## src/rtl/sdram_burst_arbiter_pkg.sv

```systemverilog
// Shared constants, FSM encoding and port IDs for the SDRAM burst arbiter slice.
package sdram_pkg;

  localparam int BURST_LEN_DEF    = 512;
  localparam int FRAME_BURSTS_DEF = 600;
  localparam int RD_LOW_MARK_DEF  = 250;

  localparam int ADDR_W = 15;
  localparam int DATA_W = 16;
  localparam int CNT_W  = 10;

  localparam logic [1:0] ST_IDLE      = 2'd0;
  localparam logic [1:0] ST_GRANT     = 2'd1;
  localparam logic [1:0] ST_WAIT_BUSY = 2'd2;
  localparam logic [1:0] ST_WAIT_DONE = 2'd3;

  // Cycles WAIT_BUSY tolerates ctrl_ready staying high before giving up (count 0..3)
  localparam logic [1:0] WB_LAST = 2'd3;

  typedef enum logic [1:0] {
    PORT_SOB = 2'd0,
    PORT_CAM = 2'd1,
    PORT_VGA = 2'd2
  } port_e;

  function automatic logic [31:0] cnt_ext(input logic [CNT_W-1:0] c);
    return {{(32-CNT_W){1'b0}}, c};
  endfunction

endpackage

```

## src/rtl/sdram_burst_arbiter_if.sv

```systemverilog
// Arbiter <-> SDRAM controller command/data bundle; master = arbiter, slave = controller.
interface sdram_burst_arbiter_if;
  import sdram_pkg::*;

  logic              ctrl_ready;
  logic              ctrl_wr_valid;
  logic              ctrl_rw;
  logic              ctrl_rw_en;
  logic [ADDR_W-1:0] ctrl_addr;
  logic [DATA_W-1:0] ctrl_wdata;

  modport master (
    input  ctrl_ready,
    input  ctrl_wr_valid,
    output ctrl_rw,
    output ctrl_rw_en,
    output ctrl_addr,
    output ctrl_wdata
  );

  modport slave (
    output ctrl_ready,
    output ctrl_wr_valid,
    input  ctrl_rw,
    input  ctrl_rw_en,
    input  ctrl_addr,
    input  ctrl_wdata
  );

endinterface

```

## src/rtl/sdram_burst_arbiter_burst_ptr.sv

```systemverilog
// Wrapping burst pointer 0..NUM-1 presented as BASE+ptr; advances by one per i_adv.
// o_wrap is combinational: high during the advance that returns the pointer to 0.
module burst_ptr
  import sdram_pkg::*;
#(
  parameter int NUM  = FRAME_BURSTS_DEF,
  parameter int BASE = 0
) (
  input  logic              clk,
  input  logic              rst_n,
  input  logic              i_adv,
  output logic [ADDR_W-1:0] o_addr,
  output logic              o_wrap
);

  localparam logic [ADDR_W-1:0] LAST   = ADDR_W'(NUM - 1);
  localparam logic [ADDR_W-1:0] BASE_A = ADDR_W'(BASE);

  logic [ADDR_W-1:0] r_ptr;

  assign o_wrap = i_adv && (r_ptr == LAST);
  assign o_addr = r_ptr + BASE_A;

  always_ff @(posedge clk or negedge rst_n) begin
    if (!rst_n) begin
      r_ptr <= '0;
    end else if (i_adv) begin
      r_ptr <= o_wrap ? '0 : r_ptr + ADDR_W'(1);
    end
  end

endmodule

```

## src/rtl/sdram_burst_arbiter.sv

```systemverilog
// Grants full-page SDRAM bursts: VGA read (strict priority), Sobel write, camera write with ORIG_PORT_EN.
// One burst in flight; grant = one-cycle ctrl_rw_en, next arbitration waits for ctrl_ready to return.
module sdram_burst_arbiter
  import sdram_pkg::*;
#(
  parameter int BURST_LEN    = BURST_LEN_DEF,
  parameter int FRAME_BURSTS = FRAME_BURSTS_DEF,
  parameter int RD_LOW_MARK  = RD_LOW_MARK_DEF
) (
  input  logic                  clk,
  input  logic                  rst_n,
  input  logic [CNT_W-1:0]      sob_count,
  input  logic [DATA_W-1:0]     sob_data,
  output logic                  sob_rd,
`ifdef ORIG_PORT_EN
  input  logic [CNT_W-1:0]      cam_count,
  input  logic [DATA_W-1:0]     cam_data,
  output logic                  cam_rd,
`endif
  input  logic [CNT_W-1:0]      vga_count,
  input  logic                  vga_sel_orig,
  sdram_burst_arbiter_if.master ctrl,
  output logic                  busy,
  output logic                  frame_done
);

  localparam logic [31:0]       BURST_U  = BURST_LEN;
  localparam logic [31:0]       RD_MARK  = RD_LOW_MARK;
  localparam logic [ADDR_W-1:0] CAM_BASE = ADDR_W'(FRAME_BURSTS);

  logic [1:0]        r_state;
  logic [1:0]        r_wb_cnt;
  port_e             r_port;
  port_e             r_last;
  logic              r_sel;
  logic              r_frame_done;

  logic              w_busy;
  logic              w_grant;
  logic              w_rd_req;
  logic              w_sob_req;
  logic              w_cam_req;
  logic              w_req_vld;
  port_e             w_req_port;
  logic              w_sel_src;
  logic [ADDR_W-1:0] w_sob_addr;
  logic [ADDR_W-1:0] w_cam_addr;
  logic [ADDR_W-1:0] w_rd_ptr_addr;
  logic [ADDR_W-1:0] w_rd_addr;
  logic [DATA_W-1:0] w_cam_data;
  logic              w_sob_wrap;
  logic              w_rd_wrap;

  assign w_busy    = (r_state != ST_IDLE);
  assign w_grant   = (r_state == ST_GRANT);
  assign w_rd_req  = cnt_ext(vga_count) < RD_MARK;
  assign w_sob_req = cnt_ext(sob_count) >= BURST_U;

`ifdef ORIG_PORT_EN
  logic w_unused_cam_wrap;

  assign w_cam_req  = cnt_ext(cam_count) >= BURST_U;
  assign w_sel_src  = vga_sel_orig;
  assign w_cam_data = cam_data;
  assign cam_rd     = ctrl.ctrl_wr_valid && w_busy && (r_port == PORT_CAM);

  burst_ptr #(
    .NUM  (FRAME_BURSTS),
    .BASE (FRAME_BURSTS)
  ) u_cam_ptr (
    .clk    (clk),
    .rst_n  (rst_n),
    .i_adv  (w_grant && (r_port == PORT_CAM)),
    .o_addr (w_cam_addr),
    .o_wrap (w_unused_cam_wrap)
  );
`else
  logic w_unused_sel;

  assign w_cam_req    = 1'b0;
  assign w_sel_src    = 1'b0;
  assign w_cam_data   = '0;
  assign w_cam_addr   = '0;
  assign w_unused_sel = vga_sel_orig;
`endif

  burst_ptr #(
    .NUM  (FRAME_BURSTS),
    .BASE (0)
  ) u_sob_ptr (
    .clk    (clk),
    .rst_n  (rst_n),
    .i_adv  (w_grant && (r_port == PORT_SOB)),
    .o_addr (w_sob_addr),
    .o_wrap (w_sob_wrap)
  );

  burst_ptr #(
    .NUM  (FRAME_BURSTS),
    .BASE (0)
  ) u_rd_ptr (
    .clk    (clk),
    .rst_n  (rst_n),
    .i_adv  (w_grant && (r_port == PORT_VGA)),
    .o_addr (w_rd_ptr_addr),
    .o_wrap (w_rd_wrap)
  );

  // Display region chosen per frame so a frame never mixes Sobel and camera lines
  assign w_rd_addr = w_rd_ptr_addr + (r_sel ? CAM_BASE : ADDR_W'(0));

  // Read wins outright; between writes the port granted last yields on a tie
  always_comb begin
    w_req_vld  = 1'b0;
    w_req_port = PORT_SOB;
    if (w_rd_req) begin
      w_req_vld  = 1'b1;
      w_req_port = PORT_VGA;
    end else if (w_sob_req && w_cam_req) begin
      w_req_vld  = 1'b1;
      w_req_port = (r_last == PORT_CAM) ? PORT_SOB : PORT_CAM;
    end else if (w_sob_req) begin
      w_req_vld  = 1'b1;
      w_req_port = PORT_SOB;
    end else if (w_cam_req) begin
      w_req_vld  = 1'b1;
      w_req_port = PORT_CAM;
    end
  end

  always_ff @(posedge clk or negedge rst_n) begin
    if (!rst_n) begin
      r_state  <= ST_IDLE;
      r_wb_cnt <= '0;
      r_port   <= PORT_SOB;
      r_last   <= PORT_CAM;
    end else begin
      case (r_state)
        ST_IDLE: begin
          if (ctrl.ctrl_ready && w_req_vld) begin
            r_state <= ST_GRANT;
            r_port  <= w_req_port;
            if (w_req_port != PORT_VGA) begin
              r_last <= w_req_port;
            end
          end
        end
        ST_GRANT: begin
          r_state  <= ST_WAIT_BUSY;
          r_wb_cnt <= '0;
        end
        ST_WAIT_BUSY: begin
          // Controller that never drops ready must not lock the arbiter
          if (!ctrl.ctrl_ready) begin
            r_state <= ST_WAIT_DONE;
          end else if (r_wb_cnt == WB_LAST) begin
            r_state <= ST_IDLE;
          end else begin
            r_wb_cnt <= r_wb_cnt + 2'd1;
          end
        end
        ST_WAIT_DONE: begin
          if (ctrl.ctrl_ready) begin
            r_state <= ST_IDLE;
          end
        end
        default: r_state <= ST_IDLE;
      endcase
    end
  end

  always_ff @(posedge clk or negedge rst_n) begin
    if (!rst_n) begin
      r_sel        <= 1'b0;
      r_frame_done <= 1'b0;
    end else begin
      r_frame_done <= w_sob_wrap;
      if (w_rd_wrap) begin
        r_sel <= w_sel_src;
      end
    end
  end

  always_comb begin
    ctrl.ctrl_rw_en = 1'b0;
    ctrl.ctrl_rw    = 1'b0;
    ctrl.ctrl_addr  = '0;
    if (w_grant) begin
      ctrl.ctrl_rw_en = 1'b1;
      ctrl.ctrl_rw    = (r_port == PORT_VGA);
      case (r_port)
        PORT_SOB: ctrl.ctrl_addr = w_sob_addr;
        PORT_CAM: ctrl.ctrl_addr = w_cam_addr;
        default:  ctrl.ctrl_addr = w_rd_addr;
      endcase
    end
  end

  always_comb begin
    ctrl.ctrl_wdata = '0;
    if (w_busy && (r_port == PORT_SOB)) begin
      ctrl.ctrl_wdata = sob_data;
    end else if (w_busy && (r_port == PORT_CAM)) begin
      ctrl.ctrl_wdata = w_cam_data;
    end
  end

  assign sob_rd     = ctrl.ctrl_wr_valid && w_busy && (r_port == PORT_SOB);
  assign busy       = w_busy;
  assign frame_done = r_frame_done;

endmodule

```

## src/flat_wrapper.sv

```systemverilog
// flat-port wrapper written by rule: the top's interface ports become plain ports
module sdram_burst_arbiter_flat import sdram_pkg::*;
#(
  parameter int BURST_LEN    = BURST_LEN_DEF,
  parameter int FRAME_BURSTS = FRAME_BURSTS_DEF,
  parameter int RD_LOW_MARK  = RD_LOW_MARK_DEF
)
  (clk, rst_n, sob_count, sob_data, sob_rd, vga_count, vga_sel_orig, busy, frame_done, ctrl_ctrl_ready, ctrl_ctrl_wr_valid, ctrl_ctrl_rw, ctrl_ctrl_rw_en, ctrl_ctrl_addr, ctrl_ctrl_wdata);
  sdram_burst_arbiter_if ctrl_i ();
  input  logic clk;
  input  logic rst_n;
  input  logic [CNT_W-1:0] sob_count;
  input  logic [DATA_W-1:0] sob_data;
  output logic sob_rd;
  input  logic [CNT_W-1:0] vga_count;
  input  logic vga_sel_orig;
  output logic busy;
  output logic frame_done;
  input wire logic [$bits(ctrl_i.ctrl_ready)-1:0] ctrl_ctrl_ready;
  input wire logic [$bits(ctrl_i.ctrl_wr_valid)-1:0] ctrl_ctrl_wr_valid;
  output wire logic [$bits(ctrl_i.ctrl_rw)-1:0] ctrl_ctrl_rw;
  output wire logic [$bits(ctrl_i.ctrl_rw_en)-1:0] ctrl_ctrl_rw_en;
  output wire logic [$bits(ctrl_i.ctrl_addr)-1:0] ctrl_ctrl_addr;
  output wire logic [$bits(ctrl_i.ctrl_wdata)-1:0] ctrl_ctrl_wdata;
  assign ctrl_i.ctrl_ready = ctrl_ctrl_ready;
  assign ctrl_i.ctrl_wr_valid = ctrl_ctrl_wr_valid;
  assign ctrl_ctrl_rw = ctrl_i.ctrl_rw;
  assign ctrl_ctrl_rw_en = ctrl_i.ctrl_rw_en;
  assign ctrl_ctrl_addr = ctrl_i.ctrl_addr;
  assign ctrl_ctrl_wdata = ctrl_i.ctrl_wdata;
  sdram_burst_arbiter #(.BURST_LEN(BURST_LEN), .FRAME_BURSTS(FRAME_BURSTS), .RD_LOW_MARK(RD_LOW_MARK)) u_core (.clk(clk), .rst_n(rst_n), .sob_count(sob_count), .sob_data(sob_data), .sob_rd(sob_rd), .vga_count(vga_count), .vga_sel_orig(vga_sel_orig), .ctrl(ctrl_i), .busy(busy), .frame_done(frame_done));
endmodule
```

## config.mk

```make
export PLATFORM = sky130hd
export DESIGN_NAME = sdram_burst_arbiter_flat
export DESIGN_NICKNAME = d
export VERILOG_FILES = /design/src/rtl/sdram_burst_arbiter_pkg.sv /design/src/rtl/sdram_burst_arbiter_if.sv /design/src/rtl/sdram_burst_arbiter_burst_ptr.sv /design/src/rtl/sdram_burst_arbiter.sv /design/src/flat_wrapper.sv
export SDC_FILE = /design/constraint.sdc
export NUM_CORES = 1
export LEC_CHECK = 0
export BUFFER_PORTS_ARGS = -buffer_cell sky130_fd_sc_hd__buf_2
export CAP_MARGIN = 0
export CORE_AREA = 2 2 101 54
export CTS_CLUSTER_DIAMETER = 40
export DETAILED_ROUTE_END_ITERATION = 10
export DIE_AREA = 0 0 103 56
export PLACE_DENSITY_LB_ADDON = 0.25
export SLEW_MARGIN = 20
export SYNTH_ARGS = -nofsm -noshare
export SYNTH_HDL_FRONTEND = slang
export SYNTH_SLANG_ARGS = --single-unit
export TNS_END_PERCENT = 10
```

## constraint.sdc

```tcl
create_clock -name clk -period 1.55 [get_ports clk]
set_input_delay 0.31 -clock clk [delete_from_list [all_inputs] [get_ports clk]]
set_output_delay 0.31 -clock clk [all_outputs]
set_load 0.02 [all_outputs]
```

; Yosys cells after proc, flatten, opt, wreduce, memory -nomap -nowiden
; Index checks and enable logic that the tools add are counted.
[classes]
addsub = 3
n_mux = 18
n_reduce_logical = 15
eq_ne = 13
order_cmp = 2
[ops]
columns = cell, n
row1 = two-way mux 15 bit, 3
row2 = "adder 15 x 1 -> 15 bit, second input constant", 2
row3 = "equality test 15 x 10 -> 1 bit, second input constant", 2
row4 = case mux 15 bit (2 select lines), 1
row5 = two-way mux 16 bit, 1
row6 = two-way mux 2 bit, 7
row7 = "greater-or-equal comparator 10 bit, second input constant", 1
row8 = "less-than comparator 10 x 8 -> 1 bit, second input constant", 1
row9 = "equality test 2 bit, second input constant", 4
row10 = logical AND 1 bit, 8
row11 = case mux 2 bit (4 select lines), 1
row12 = "!= test 2 bit, second input constant", 3
row13 = AND reduction 3 bit, 2
row14 = "equality test 2 x 1 -> 1 bit, second input constant", 2
row15 = zero test 2 bit, 2
row16 = two-way mux 1 bit, 4
row17 = case mux 2 bit (2 select lines), 1
row18 = nonzero test 2 bit, 2
row19 = "!= test 3 x 2 -> 1 bit, second input constant", 1
row20 = "adder 2 x 1 -> 2 bit, second input constant", 1
row21 = "!= test 2 x 1 -> 1 bit, second input constant", 1
row22 = AND reduction 2 bit, 1
[word_totals]
word_cells = 57
register_bits = 37

; Depth between registers and ports, before layout
[depth]
depth_word = 6
depth_mapped = 6

; Modules after synthesis
; From an unflattened synthesis, not the netlist that was laid out.
[unflattened]
cells_unflattened = 234
area_unflattened_um2 = 2243.4
[by_module_without_submodules]
columns = module, n_inst, area_per_inst_um2, cells_per_inst, seq_area_each_um2
row1 = burst_ptr, 2, 753.2, 73, 375.4
row2 = sdram_burst_arbiter, 1, 737.0, 88, 150.1

; Least setup slack after synthesis
; Ideal clock, no wire load.
[synth_timing]
kind = reg-to-output
startpoint = register u_core.r_state[1]
endpoint = output port ctrl_ctrl_addr[10]
t_arrival_ns = 1.328
stages_incl_launch_ff = 6
required_ns = 1.240
slack_ns = -0.088
cell_sequence = dfrtp_1 buf_2 nand2b_1 clkbuf_1 clkbuf_1 nor2_1
[synth_via]
elab_chain_len = 2
[synth_rtl]
columns = item, line
row1 = start: declaration, sdram_burst_arbiter.sv:31  ; logic [1:0] r_state;
row2 = start signal: assignment, sdram_burst_arbiter.sv:133  ; r_state <= ST_IDLE;
row3 = start signal: assignment, sdram_burst_arbiter.sv:141  ; r_state <= ST_GRANT;
row4 = start signal: assignment, sdram_burst_arbiter.sv:149  ; r_state <= ST_WAIT_BUSY;
row5 = equality test 2 x 1 -> 1 bit, sdram_burst_arbiter.sv:55  ; assign w_grant = (r_state == ST_GRANT);
row6 = two-way mux 15 bit, sdram_burst_arbiter.sv:188  ; if (w_grant) begin
row7 = end: declaration, flat_wrapper.sv:23  ; output wire logic [$bits(ctrl_i.ctrl_addr)-1:0] ctrl_ctrl_addr;
; Every way passes these cells.

; Worst setup path in the final report
[layout_timing]
startpoint = register u_core.r_state[1]
endpoint = output port ctrl_ctrl_addr[11]
; Same word-level chain as after synthesis.

==> flow_metrics.env <==
export IMPL_hold_slack_ns=0.0389
export IMPL_cts_root_buffer_cell="clkbuf_8"
export IMPL_peakVddDrop_v=0.000635
export IMPL_cts_buffers=5
export IMPL_die_w_um=103
export IMPL_synth_fp_nets=275
export IMPL_initial_core_util_pct=44.4
export IMPL_critPathKind="flip-flop to primary output"
export IMPL_clkSinkCount=36
export IMPL_regToRegStartpoint="u_core.r_state[1]"
export IMPL_synth_seq_cells=36
export IMPL_antenna_found_initial=0
export IMPL_worstSetupEndpoint="ctrl_ctrl_addr[11]"
export IMPL_rsz0062_at_grt="yes"
export IMPL_total_power_mw=4.28
export IMPL_crit_top_cell="buf_6"
export IMPL_placed_cell_area_mm2=0.00280
export IMPL_synth_edf_count=0
export IMPL_grt_total_usage_pct=21.0
export IMPL_setup_violations=49
export IMPL_synth_area_mm2=0.00214
export IMPL_p_leak_nw=1.58
export IMPL_port_buffer_count=65
export IMPL_routedWlPerCell_um=15.3
export IMPL_path_clk_slew_ns=0.07
export IMPL_arrival_ns=1.50
export IMPL_end_kind="primary output"
export IMPL_dr_pass1_iters=4
export IMPL_rrSetupSlack_ns=-0.16
export IMPL_max_clock_freq_mhz=552
export IMPL_final_cell_mix="buf_2 (48), dfrtp_1 (35), buf_4 (33)"
export IMPL_crit_start="u_core.r_state[1]"
export IMPL_synth_async_reset_ratio_pct=100
export IMPL_antenna_cells=0
export IMPL_status="finished with violations"
export IMPL_fillers=363
export IMPL_crit_fanout=5
export IMPL_use_met3_pct=4.02
export IMPL_rr_endpoint="u_core.u_rd_ptr.r_ptr[14]"
export IMPL_cpLargestDelayFamily="buffers and inverters"
export IMPL_powerDensity_mw_per_mm2=1290
export IMPL_postLayoutSetupSlackWorst_ns=-0.263
export IMPL_final_nets=377
export IMPL_hold_path_class="primary input to asynchronous set/reset pin"
export IMPL_cpPeakStageDelay_ns=0.40
export IMPL_reg2reg_depth=7
export IMPL_cp_slowest_cell="dfrtp_1"
export IMPL_min_period_over_period_pct=117
export IMPL_final_design_area_no_fill_mm2=0.00332
export IMPL_ys_seq_area_share_pct=42.1
export IMPL_grt_busiest_layer="met2"
export IMPL_synth_warnings=0
export IMPL_period_minus_slack_ns=1.81
export IMPL_netlist_cell_type_count=38
export IMPL_wl_mm=6.15
export IMPL_drc=0
export IMPL_relSlewSlack_pct=69.3
export IMPL_path_buf_inv=4
export IMPL_cts_tree="built"
export IMPL_vias=2139
export IMPL_gp_congestion=0.791
export IMPL_hold_violations=0
export IMPL_hold_buffers=0
export IMPL_grt_first_pass_wirelength_mm=9.30
export IMPL_io_pins=77
export IMPL_grt_max_degree=37
export IMPL_violations="negative setup slack"
export IMPL_insertion_delay_ns=0.30
export IMPL_rows=18
export IMPL_ys_flop_type="dfrtp_1"
export IMPL_dp_final_hpwl_mm=4.07
export IMPL_coreArea_mm2=0.00482
export IMPL_slew_violations=0
export IMPL_grt_ovfl_total=0
export IMPL_drive_gt1_share_pct=52.6
export IMPL_cp_cell_sequence="buf_6 -> buf_6 -> nand2b_4 -> buf_8 -> nor2_4 -> buf_6"
export IMPL_cap_violations=0
export IMPL_pre_cts_ws_ns=-0.218
export IMPL_cts_htree_levels=2
export IMPL_worstSetupPathDepth=6
export IMPL_post_route_util_pct=69.0
export IMPL_avgViaCountPerCell=5.31
export IMPL_mostFrequentLayoutCell="buf_2"
export IMPL_ant_nets=0
export IMPL_clock_skew_ns=0.00412
export IMPL_met1_usage_pct=26.3
export IMPL_clock_path_buffers=2
export IMPL_worstSetupStartpointType="flip-flop"
export IMPL_avgSynthCellArea_um2=9.26
export IMPL_worstMarginPinSlew_ns=0.460
export IMPL_synth_cells=231
export IMPL_required_ns=1.24
export IMPL_area_delta_synth_final_pct=55.3
export IMPL_use_met2_pct=34.9
export IMPL_dieArea_mm2=0.00577
export IMPL_drt_iter0_markers=66
export IMPL_grt_pass1_vias=2054
export IMPL_die_h_um=56
## stage by stage
stage          TNS [ns]  cells
3_5_place_dp      -4.65    391
5_1_grt          -10.80    403
2_1_floorplan    -0.249    231
4_1_cts           -7.73    401
3_3_place_gp      -2.59    391
6_report          -7.74    403
## logic make-up after synthesis
family | count (synthesis) | share of synthesized area [%]
AOI/OAI and AO/OA | 16 | 4.44
xor gates and xnor gates | 25 | 10.2
adders and majority gates | 3 | 1.75
buffers and inverters | 15 | 3.33
DFF | 36 | 42.1
muxes | 15 | 7.02
and+or+nand+nor | 121 | 31.1
## cell type report
| class | count | area (um2) | area share (%) |
|---|---|---|---|
| Multi-Input combinational cell | 180 | 1450 | 43.6 |
| Clock buffer | 7 | 96.3 | 2.90 |
| Inverter | 7 | 28.8 | 0.866 |
| Tap cell | 70 | 87.6 | 2.64 |
| Sequential cell | 36 | 902 | 27.1 |
| Timing Repair Buffer | 103 | 761 | 22.9 |
## cells in the mapped netlist, types with 2 or more instances
cell / count / area (um2)
a22o_1: 2 / 17.5
o21ai_0: 8 / 40.0
nand2_1: 20 / 75.1
ha_1: 3 / 37.5
nand3_1: 15 / 75.1
dfrtp_1: 36 / 901
buf_2: 3 / 15.0
clkbuf_1: 3 / 11.3
nor4_1: 3 / 18.8
and3_1: 4 / 25.0
nand4_1: 6 / 37.5
and2_1: 18 / 113
inv_1: 6 / 22.5
nor4b_1: 2 / 17.5
nor2_1: 35 / 131
xnor2_1: 11 / 96.3
mux2i_1: 15 / 150
a21o_1: 2 / 15.0
nor4bb_1: 2 / 20.0
xor2_1: 14 / 123
a21oi_1: 3 / 15.0
nor3_1: 4 / 20.0
## layer usage
metal / up-vias / wire length (um) / part of all wire, %
li1: 990 / - / -
met1: 1047 / 2660 / 43
met2: 86 / 2920 / 48
met3: 16 / 397 / 6.5
met4: 0 / 169 / 2.7
met5: - / 0 / 0
## registers in the layout, summed over array words and instances (netlist names)
register / cells
u_core.u_rd_ptr.r_ptr: 15
u_core.r_port: 1
u_core.u_sob_ptr.r_ptr: 15
u_core.r_state: 2
u_core.r_wb_cnt: 2
u_core.frame_done: 1
## worst min path at each step
stage | slack [ns] | cells after the start | endpoint
after global placement | 0.37 | 2 | u_core.u_sob_ptr.r_ptr[7]
final | 0.04 | 2 | u_core.u_sob_ptr.r_ptr[10]
after floorplan | 0.01 | 0 | u_core.frame_done
after detailed placement | 0.38 | 2 | u_core.u_sob_ptr.r_ptr[10]
after CTS | 0.06 | 2 | u_core.u_sob_ptr.r_ptr[10]
after global routing | 0.09 | 2 | u_core.u_rd_ptr.r_ptr[6]
## report_power, final
| part | leakage, nW | internal, mW | switching [mW] |
|---|---|---|---|
| logic | 1.05 | 1.07 | 1.24 |
| registers | 0.487 | 1.08 | 0.155 |
| clock network | 0.0503 | 0.396 | 0.336 |
| total | 1.58 | 2.55 | 1.73 |
## what timing repair did
item	in CTS	in global routing
pin swaps	20	4
gates cloned	1	0
buffers inserted	2	2
setup endpoints to repair	48	60
resized for setup	87	19
No activity file was read; power rests on OpenSTA's default activity.
